**config.mk**
```make
export PLATFORM = sky130hd
export DESIGN_NAME = fetch_stage
export DESIGN_NICKNAME = d
export VERILOG_FILES = /design/src/rtl/fetch_pkg.sv /design/src/rtl/if_id_register.sv /design/src/rtl/fetch_stage.sv
export SDC_FILE = /design/constraint.sdc
export NUM_CORES = 1
export LEC_CHECK = 0
export ABC_AREA = 1
export BUFFER_PORTS_ARGS = -buffer_cell sky130_fd_sc_hd__buf_4
export CAP_MARGIN = 20
export CELL_PAD_IN_SITES_DETAIL_PLACEMENT = 2
export CELL_PAD_IN_SITES_GLOBAL_PLACEMENT = 2
export CORE_ASPECT_RATIO = 0.7
export CORE_MARGIN = 4
export CORE_UTILIZATION = 29
export DETAILED_ROUTE_END_ITERATION = 12
export PLACE_DENSITY_LB_ADDON = 0.12
export SLEW_MARGIN = 25
export SYNTH_ARGS = -nofsm -noshare
export SYNTH_HDL_FRONTEND = slang
export SYNTH_SLANG_ARGS = --single-unit
```
**constraint.sdc**
```tcl
create_clock -name clk -period 5.45 [get_ports clk]
set_clock_uncertainty 0.2 [all_clocks]
set_input_delay 0.2725 -clock clk [delete_from_list [all_inputs] [get_ports clk]]
set_output_delay 0.2725 -clock clk [all_outputs]
set_load 0.02 [all_outputs]
```
**src/rtl/fetch_pkg.sv**
```systemverilog
// Shared constants and types for the RV32I instruction-fetch stage.
package fetch_pkg;

    localparam int          XLEN     = 32;
    localparam logic [31:0] NOP_INST = 32'h0000_0013;

    typedef enum logic [1:0] {
        S_RUN    = 2'd0,
        S_DRAIN  = 2'd1,
        S_HALTED = 2'd2
    } fetch_state_t;

endpackage

```
**src/rtl/if_id_register.sv**
```systemverilog
// IF/ID pipeline register: flush squashes to an invalid NOP, otherwise load-enabled capture.
module if_id_register
    import fetch_pkg::*;
(
    input  logic            clk,
    input  logic            reset,
    input  logic            load_i,
    input  logic            flush_i,
    input  logic [XLEN-1:0] pc_i,
    input  logic [XLEN-1:0] inst_i,
    output logic [XLEN-1:0] pc_o,
    output logic [XLEN-1:0] inst_o,
    output logic            valid_o
);

    logic [XLEN-1:0] pc_q;
    logic [XLEN-1:0] inst_q;
    logic            valid_q;

    // A squashed slot still records the PC it replaced, which helps when tracing bubbles.
    always_ff @(posedge clk or posedge reset) begin
        if (reset) begin
            pc_q    <= '0;
            inst_q  <= NOP_INST;
            valid_q <= 1'b0;
        end else if (flush_i) begin
            pc_q    <= pc_i;
            inst_q  <= NOP_INST;
            valid_q <= 1'b0;
        end else if (load_i) begin
            pc_q    <= pc_i;
            inst_q  <= inst_i;
            valid_q <= 1'b1;
        end
    end

    assign pc_o    = pc_q;
    assign inst_o  = inst_q;
    assign valid_o = valid_q;

endmodule

```
**src/rtl/fetch_stage.sv**
```systemverilog
// IF stage: PC register, next-PC selection, IF/ID register, ECALL halt drain and
// saturating stall/flush performance counters.
module fetch_stage
    import fetch_pkg::*;
#(
    parameter logic [31:0] RESET_PC     = 32'h0000_0000,
    parameter int          DRAIN_CYCLES = 4,
    parameter int          CNT_W        = 16
) (
    input  logic             clk,
    input  logic             reset,
    input  logic             pc_write,
    input  logic             if_id_write,
    input  logic             if_flush,
    input  logic             redirect_valid,
    input  logic [XLEN-1:0]  redirect_target,
    input  logic             halt_req,
    input  logic [XLEN-1:0]  imem_inst,
    output logic [XLEN-1:0]  imem_addr,
    output logic [XLEN-1:0]  if_id_pc,
    output logic [XLEN-1:0]  if_id_inst,
    output logic             if_id_valid,
    output logic             halted,
    output logic [CNT_W-1:0] stall_count,
    output logic [CNT_W-1:0] flush_count
);

    localparam logic [3:0] DRAIN_LAST = 4'(DRAIN_CYCLES - 1);

    fetch_state_t    state_q, state_d;
    logic [3:0]      drain_q, drain_d;
    logic [XLEN-1:0] pc_q, pc_d;
    logic            halted_q;
    logic [CNT_W-1:0] stall_q, stall_d;
    logic [CNT_W-1:0] flush_q, flush_d;
    logic            ifid_load;
    logic            ifid_flush;
    logic            stall_inc;
    logic            flush_inc;

    always_comb begin
        state_d    = state_q;
        drain_d    = drain_q;
        pc_d       = pc_q;
        ifid_load  = 1'b0;
        ifid_flush = 1'b1;
        stall_inc  = 1'b0;
        flush_inc  = 1'b0;
        case (state_q)
            S_RUN: begin
                drain_d    = '0;
                ifid_flush = halt_req | if_flush | redirect_valid;
                ifid_load  = if_id_write;
                stall_inc  = !pc_write && !redirect_valid && !halt_req;
                flush_inc  = if_flush;
                // Redirect beats a stall: the stalled ID instruction is on the wrong path.
                if (halt_req) begin
                    state_d = S_DRAIN;
                end else if (redirect_valid) begin
                    pc_d = {redirect_target[XLEN-1:2], 2'b00};
                end else if (pc_write) begin
                    pc_d = pc_q + 32'd4;
                end
            end
            S_DRAIN: begin
                if (drain_q == DRAIN_LAST) begin
                    state_d = S_HALTED;
                end else begin
                    drain_d = drain_q + 4'd1;
                end
            end
            S_HALTED: begin
                state_d = S_HALTED;
            end
            default: begin
                state_d = S_RUN;
            end
        endcase
    end

    assign stall_d = (stall_inc && (stall_q != '1)) ? stall_q + 1'b1 : stall_q;
    assign flush_d = (flush_inc && (flush_q != '1)) ? flush_q + 1'b1 : flush_q;

    always_ff @(posedge clk or posedge reset) begin
        if (reset) begin
            state_q  <= S_RUN;
            drain_q  <= '0;
            pc_q     <= RESET_PC;
            halted_q <= 1'b0;
            stall_q  <= '0;
            flush_q  <= '0;
        end else begin
            state_q  <= state_d;
            drain_q  <= drain_d;
            pc_q     <= pc_d;
            halted_q <= (state_d == S_HALTED);
            stall_q  <= stall_d;
            flush_q  <= flush_d;
        end
    end

    if_id_register u_if_id (
        .clk     (clk),
        .reset   (reset),
        .load_i  (ifid_load),
        .flush_i (ifid_flush),
        .pc_i    (pc_q),
        .inst_i  (imem_inst),
        .pc_o    (if_id_pc),
        .inst_o  (if_id_inst),
        .valid_o (if_id_valid)
    );

    assign imem_addr   = pc_q;
    assign halted      = halted_q;
    assign stall_count = stall_q;
    assign flush_count = flush_q;

    // The hazard unit never advances the PC while freezing IF/ID.
    a_legal_hazard: assert property (@(posedge clk) disable iff (reset)
        !(pc_write && !if_id_write));

endmodule

```
# After elaboration in Yosys (flattened, before gate mapping)
# Cells that the tools add are included.
# totals
register_bits	136
latchBits	0
ramBits	0
mem_bits_ro	0
word_cells	53
n_memories	0
# classes
n_addsub	4
n_mul	0
n_div	0
magnitude_cmp	0
n_eq_ne	7
shifts	0
n_mux	17
n_bitwise	3
n_reduce_logical	13
# op_table
operator	n
$mux 32	6
$add 16x1->16 const B	2
$add 32x3->32 const B	1
$ne 16x16->1 const B	2
$pmux 4 s2	1
$mux 1	6
$pmux 2 s3	1
$reduce_bool 2->1	3
$add 4x1->4 const B	1
$eq 2x2->1 const B	2
$eq 4x2->1 const B	1
$logic_and 1x1->1	4
$mux 2	2
$mux 4	1
$logic_not 1->1	3
$reduce_and 3->1	1
$eq 2x1->1 const B	1
$logic_not 2->1	1
$ne 2x2->1 const B	1
$or 1x1->1	2
$reduce_and 2->1	1
$not 1->1	1

# Longest topological paths before layout
# Gate-level depths: netlist of run 1.
# logic_depth
word_depth	5
depth_mapped	10
mapped_depth_nobuf	10

# Modules after synthesis
# Synthesis of run 1 repeated with hierarchy kept, for this count alone.
# unflattened
hier_cells	975
area_unflattened_um2	7194.4
# modules_own_cells
mod	n_inst	cells_each	area_each_um2
fetch_stage	1	693	4580.6
if_id_register	1	282	2613.8

# Worst setup path after synthesis of run 1
# No wires, ideal clock.
# synth_timing
kind	register -> register
from	register stall_q[0], in the netlist stall_count[0]
to	register stall_q[7], in the netlist stall_count[7]
setup_ns	0.120
arrival_time_ns	1.572
t_required_ns	5.130
setup_slack_ns	3.557
stages_incl_launch_ff	10
period_less_slack_ns	1.893
cell_sequence	dfrtp_1 ha_1 nand3_2 nor3_2 nand3_2 nand2_4 inv_4 buf_6 nand3b_1 nand2_1
# synth_between
elab_chain_len	2
word_cells_on_any_way	3
classes_between	add/sub: 1; eq/ne: 1; reduce/logical: 1
# synth_lines
element	line_no	source
start, declared	fetch_stage.sv:34	logic [CNT_W-1:0] stall_q, stall_d;
start signal, assigned	fetch_stage.sv:97	stall_q <= stall_d;
branches (longest 2 deep; another with $add 16x1->16)	n/a	
# Several ways; the timed one is not identified.
# A chain may end at the register's enable or synchronous reset.

# Worst setup path in the final report of run 1
# layout_timing
from	input redirect_valid
to	register u_if_id.inst_q[0], in the netlist u_if_id.inst_o[0]
# layout_between
elab_chain_len	3
word_cells_on_any_way	4
classes_between	mux: 2; bitwise: 1; reduce/logical: 1
# layout_lines
element	line_no	source
start, declared	fetch_stage.sv:15	input logic redirect_valid,
$or 1x1->1 *	fetch_stage.sv:52	ifid_flush = halt_req | if_flush | redirect_valid;
$mux 1 *	fetch_stage.sv:49	case (state_q)
$mux 32 or $reduce_bool 2->1 (tied branches)	n/a	
end signal, assigned	if_id_register.sv:32	inst_q <= inst_i;
end, declared	if_id_register.sv:17	logic [XLEN-1:0] inst_q;
# Mark *: on every way between the ends. The rest lies on a longest branch, timed or not.

==> key figures, run 1 <==
Finish
  • P&R area growth vs syn: 43.1%
  • Area of the multi-input gates: 3010 um2
  • Fraction of layout instances using a drive strength above 1: 0.230
  • Register area: 3310 um2
  • Util after Layout: 0.427
  • Fillers: 2611
  • Nets: 1190

Floorplanning
  • Rows: 46
  • Die height: 136 um
  • Core area: 22800 um2
  • I/O Pins: 201
  • Starting Density: 0.298
  • Total die area: 26000 um2
  • Die W: 191 um

Clock network
  • Worst-path clk slew: 0.06 ns
  • Sink Count: 132
  • CTS tree: done
  • CTS Root Cell: clkbuf_16
  • Clock Latency Late Sink: 0.44 ns
  • Max Buffers Root-to-Sink: 2
  • H-tree Lvls: 4
  • Cts bufs inserted: 17

STA
  • Final TNS setup: 0 ns
  • RSZ-0062 raised after global routing: false
  • Crit path time final: 3.07 ns
  • Slew margin rel.: 0.344
  • Final Hold Viols: 0
  • Fin crit share: 0.564
  • Worst slew pin tran: 0.983 ns
  • Fmax: 0.326 GHz
  • Final setup fails: 0
  • Pins Over Slew Limit: 0

Global route
  • First-pass GRT wire length: 45000 um
  • GRT Overall Usage: 0.225
  • Number of global-route vias before repair: 7477
  • Largest net degree at the start of global routing: 89
  • Global-route congestion overflow total: 0
  • Initial antenna violation count: 1

Logic synthesis
  • Synth async-reset ratio: 1.00
  • Sequential area share after synthesis: 0.485
  • Largest family of logic cells by synthesized area: simple AND/OR/NAND/NOR gates
  • Number of distinct library cells after synthesis: 40
  • Most instantiated library cell after synthesis: nand2_1
  • Ys flop type: dfrtp_1
  • Syn Std Cell Area: 6810 um2
  • Warnings, synthesis: 0
  • Post-Synth XOR/XNOR Area: 0.0257
  • Mux share of post-synthesis cell area: 0
  • Post-synthesis adder-cell area fraction: 0.00735
  • Synthesized instance count: 870
  • Post-synth top area share: 0.474
  • Post-synth EDFFs: 0
  • Simple-gate portion of the synthesized area: 0.286
  • Ranking of synthesized cells by area: dfrtp_1 (47%), nand2_1 (15%), nor2_1 (5.7%), o21ai_0 (4.6%), inv_1 (4.5%)
  • Syn_area_per_cell: 7.83 um2
  • Synth top cells by count: nand2_1 (275), dfrtp_1 (129), nor2_1 (104)
  • Post-synth top area cell: dfrtp_1
  • Synth Area in Compound Gates: 0.119
  • Synth Register Bits: 132

Detailed routing
  • Via Count: 6959
  • Vias/cell: 4.83
  • Drt pass-1 iters: 4
  • Drt wl/cell: 20.0 um
  • Post-DRT Antenna Nets: 0
  • DRT iter0 DRCs: 327
  • Routed Wire Length: 28900 um
  • Number of remaining DRC errors: 0

Critical path
  • Cells on worst reg2reg path: 6
  • CP Launch Type: input pin
  • Kind of end point of the critical path: flip-flop
  • Reg-to-Reg End: u_if_id.inst_o[0]
  • Critical path origin: redirect_valid
  • Worst reg2reg path startpoint: state_q[0]
  • Worst path required time: 5.61 ns
  • Worst Path Arrival: 3.23 ns
  • WS Path Type: in2reg
  • Register-to-register setup slack: 2.42 ns
  • CP Max Fanout: 56

Worst hold path
  • Min-delay worst type: in2reg
  • Worst hold endpoint: imem_addr[14]
  • Hold Crit Depth: 5
  • Hold_sp: redirect_target[14]

Pwr
  • Maximum vdd drop: 0.225 mV
  • Pwr/cell area: 246 nW/um2
  • Pleak: 4.70 nW
  • Total power draw: 2.40 mW

Placed design
  • Detail Placement HPWL: 19600 um
  • Routability congestion estimate: 0.800
  • IO buf count: 194

Outcome
  • Outcome: finished, final reports clean

Job
  • Max_cap viols: 0
cell families after synthesis:
group | Yosys count
AO/OA/AOI/OAI | 130
XOR/XNOR | 20
adder cells (fa/ha/maj) | 4
buffers and inverters | 119
flip-flops | 132
other | 1
AND/OR/NAND/NOR | 464
worst max-delay path, cell delays in order:
cell and delay, ns:
buf_4 0.21, inv_1 0.08, buf_4 0.44, nand4_1 0.42
nor2_4 0.71, buf_4 0.59, inv_2 0.21, o22a_1 0.26
layer usage:
metal / part of all wire / up-vias / GRT usage / wire (um)
li1: - / 3274 / - / -
met1: 0.48 / 3488 / 0.320 / 14000
met2: 0.45 / 186 / 0.354 / 13000
met3: 0.062 / 11 / 0.0552 / 1800
met4: 0.0062 / 0 / 0.0431 / 179
met5: 0 / - / 0 / 0
layout make-up:
class / count / area share
Sequential cell: 132 / 0.339
Multi-Input combinational cell: 622 / 0.309
Timing Repair Buffer: 256 / 0.212
Clock buffer: 20 / 0.0448
Tap cell: 312 / 0.0400
Inverter: 86 / 0.0339
Clock inverter: 12 / 0.0208
Antenna cell: 2 / 0.000513
state kept, by name (all words and copies together) (netlist names):
name / count
drain_q: 4
flush_count: 16
halted: 1
imem_addr: 30
stall_count: 16
state_q: 2
u_if_id.inst_o: 32
u_if_id.pc_o: 30
u_if_id.valid_o: 1
through the flow:
step	instance area (um2)	instances	hold WS, ns	worst slack, ns
3_5_place_dp	8520	1349	0.283	1.91
6_report	9750	1442	0.0295	2.38
5_1_grt	9750	1441	0.0250	2.15
4_1_cts	9750	1440	0.00776	2.38
3_3_place_gp	8510	1349	0.266	2.03
2_1_floorplan	6820	873	0.201	1.46
cell usage in the layout, fill, tap and decap left out, drive strengths merged:
| cell type | n |
|---|---|
| nand2 | 278 |
| buf | 197 |
| dfrtp | 129 |
| nor2 | 112 |
| inv | 87 |
| o21ai | 73 |
| dlygate4sd3 | 59 |
| nand3 | 45 |
| a22o | 30 |
| clkbuf | 20 |
| a21oi | 17 |
| xnor2 | 11 |
| nand4 | 10 |
| nor3 | 10 |
| xor2 | 9 |
| nand3b | 7 |
| bufinv | 5 |
| clkinv | 5 |
| ha | 4 |
| conb | 4 |
| o22a | 3 |
| dfstp | 3 |
| diode | 2 |
| o22ai | 2 |
| and2 | 1 |
| nor3b | 1 |
| o21bai | 1 |
| o2bb2ai | 1 |
| o31ai | 1 |
| o211ai | 1 |
| a22oi | 1 |
| clkinvlp | 1 |
worst max-delay path by stage:
| stage | slack [ns] | to |
|---|---|---|
| floorplan | 1.46 | drain_q[0] |
| global placement | 2.03 | u_if_id.inst_o[0] |
| detailed placement | 1.91 | u_if_id.inst_o[0] |
| CTS | 2.38 | u_if_id.inst_o[0] |
| global route | 2.15 | u_if_id.inst_o[0] |
| finish | 2.38 | u_if_id.inst_o[0] |
timing repair:
item	4_1_cts	5_1_grt
resized for setup	0	0
setup buffers	0	0
hold buffers	59	0
endpoints found under the setup margin	0	0
endpoints found under the hold margin	142	0
where the power goes:
part	switching [mW]	internal, mW
Clock	0.481	0.814
Combinational	0.0625	0.0650
Sequential	0	0.980
Total	0.544	1.86
(Power assumes the default switching activity.)
==> inputs of run 2 (changes only) <==
CORE_UTILIZATION = 26   (was 29)
clock period = 2.6 ns   (was 5.45 ns; I/O delays follow)
==> key figures, run 2 (synthesis gave the netlist of run 1 again) <==
Detailed routing
  • Met2 WL post-DR: 12100 um (-6.9%)
  • Number of remaining DRC errors: 0 (unchanged)
  • Top Layer Used: met4
  • DRT iter0 DRCs: 241 (-26%)
  • Routed Wire Length: 27700 um (-4.1%)
  • Vias/cell: 4.64 (-3.8%)
  • Via Count: 6870 (-1.3%)
  • Drt wl/cell: 18.7 um (-6.6%)
  • Post-DRT Antenna Nets: 0 (unchanged)
  • WL met1: 14300 um (+2.6%)
  • Drt pass-1 iters: 4 (unchanged)
  • Metal3 WL: 1140 um (-37%)

Finish
  • Fillers: 2922 (+12%)
  • Nets: 1209 (+1.6%)
  • Max FFs per register: 32 (unchanged)
  • P&R area growth vs syn: 47.2%
  • Fraction of layout instances using a drive strength above 1: 0.235 (+0.00490)
  • Most frequent cells in the layout: nand2_1 (275), buf_4 (202), dfrtp_1 (129)
  • Commonest non-fill, non-tap cell in the layout: nand2_1
  • Util after Layout: 0.390 (-0.0372)

Clock network
  • CTS Root Cell: clkbuf_16
  • Clock Latency Late Sink: 0.43 ns (about the same)
  • Post-CTS setup buffers: 0 (unchanged)
  • Cts bufs inserted: 17 (unchanged)
  • Worst-path clk slew: 0.07 ns (about the same)
  • CTS tree: done
  • # resized after CTS: 0 (unchanged)
  • Max Buffers Root-to-Sink: 2 (unchanged)
  • Sink Count: 132 (unchanged)
  • H-tree Lvls: 4 (unchanged)

Critical path
  • Worst path required time: 2.77 ns (-2.84 ns)
  • Worst Path Arrival: 2.56 ns (-0.67 ns)
  • CP top delay family: buffers and inverters
  • CP max-delay cell: dlygate4sd3_1
  • CP Launch Type: input pin
  • CP Max Fanout: 24 (-57%)
  • Worst path bufs/invs: 5 (unchanged)
  • Critical path origin: redirect_valid
  • Crit-path max cell delay: 0.55 ns (-0.16 ns)
  • Critical Path, Cell by Cell: dlygate4sd3_1, buf_4, inv_1, nand4_1, nor2_4, buf_4, a22o_1, dlygate4sd3_1
  • Worst reg2reg path startpoint: state_q[0]
  • Kind of end point of the critical path: flip-flop
  • WS Path Type: in2reg

STA
  • Worst slew pin tran: 0.794 ns (-0.189 ns)
  • Crit path time final: 2.39 ns
  • Final TNS setup: 0 ns (unchanged)
  • RSZ-0062 raised after global routing: false
  • Pins Over Slew Limit: 0 (unchanged)
  • Fmax: 0.418 GHz
  • Final setup fails: 0 (unchanged)
  • Final Hold Viols: 0 (unchanged)
  • Fin crit share: 0.920
  • Slew margin rel.: 0.470 (+0.126)

Global route
  • Global-route congestion overflow total: 0 (unchanged)
  • First-pass GRT wire length: 44100 um (-2.0%)
  • Initial antenna violation count: 2 (+1)
  • Number of global-route vias before repair: 7418 (-0.79%)
  • Largest net degree at the start of global routing: 60 (-33%)
  • GRT Overall Usage: 0.195 (-0.0307)

Worst hold path
  • Min-delay worst type: in2async

Floorplanning
  • Die W: 201 um (+5.4%)
  • Total die area: 28900 um2 (+11%)
  • Die height: 143 um (+5.3%)
  • I/O Pins: 201 (unchanged)
  • Starting Density: 0.265 (-0.0336)
  • Rows: 49 (+6.5%)
  • Core area: 25700 um2 (+13%)

Pwr
  • Pwr/cell area: 524 nW/um2 (+110%)
  • Pleak: 4.83 nW (+2.9%)
  • Maximum vdd drop: 0.452 mV (+100%)

Placed design
  • IO buf count: 194 (unchanged)
  • Routability congestion estimate: 0.787 (-1.6%)
  • Detail Placement HPWL: 19900 um (+1.3%)

Outcome
  • Outcome: finished, final reports clean

Job
  • Max_cap viols: 0 (unchanged)
[run 2: changes by cell type in the layout (fill, tap and decap cells not counted), sizes merged]
cell / previous run / this run
clkbuf: 20 / 19
buf: 197 / 205
dlygate4sd3: 59 / 70
clkinv: 5 / 4
bufinv: 5 / 7
[run 2: worst paths after layout]
kind	slack (ns)	to	cells after the start
worst min register to register	0.28	u_if_id.pc_o[8]	2
worst max register to register	0.22	u_if_id.inst_o[30]	6
max in group asynchronous	1.37	imem_addr[2]	4
min in group clk	0.19	flush_count[0]	6
worst min-delay path	0.11	u_if_id.inst_o[30]	3
worst max-delay path	0.21	u_if_id.inst_o[30]	8
[run 2: worst register-to-register path, cell delays in order, from the launching register on]
cell	delay, ns
dfrtp_1	0.41
nor2_2	0.17
nand4_1	0.27
nor2_4	0.23
buf_4	0.31
a22o_1	0.20
dlygate4sd3_1	0.54
[run 2: layer usage]
layer | up-vias | GRT usage
met5 | - | 0
met4 | 0 | 0.0399
met3 | 13 | 0.0404
met2 | 144 | 0.300
met1 | 3397 | 0.285
li1 | 3316 | -
[run 2: cell type report]
type	count	area, um2	share of cell area
flip-flops and latches	132	3310	0.330
multi-input cells	622	3000	0.299
repair buffers	275	2280	0.227
clock buffers	19	443	0.0442
well taps	331	414	0.0413
inverters	86	329	0.0328
clock inverters	13	251	0.0251
diodes	2	5.00	0.000499
[run 2: metrics by stage]
stage	setup slack, ns	cell area [um2]	cells	power [mW]	hold WS [ns]
6_report	0.208	10000	1480	5.26	0.105
3_5_place_dp	0.367	8630	1376	2.29	0.00499
5_1_grt	0.0761	10000	1479	5.45	0.126
2_1_floorplan	0.635	6830	873	2.17	0.0586
4_1_cts	0.181	10000	1478	5.34	0.0837
3_3_place_gp	0.491	8630	1376	2.29	0.0103
[run 2: report_power, final]
part | total [mW] | switching, mW | internal (mW)
clock | 2.92 | 0.999 | 1.93
combinational | 0.278 | 0.129 | 0.149
sequential | 2.05 | 0 | 2.05
[run 2: repair_timing]
action / 4_1_cts / 5_1_grt
hold endpoints to repair: 171 / 0
setup endpoints to repair: 0 / 0
hold buffers: 70 / 0
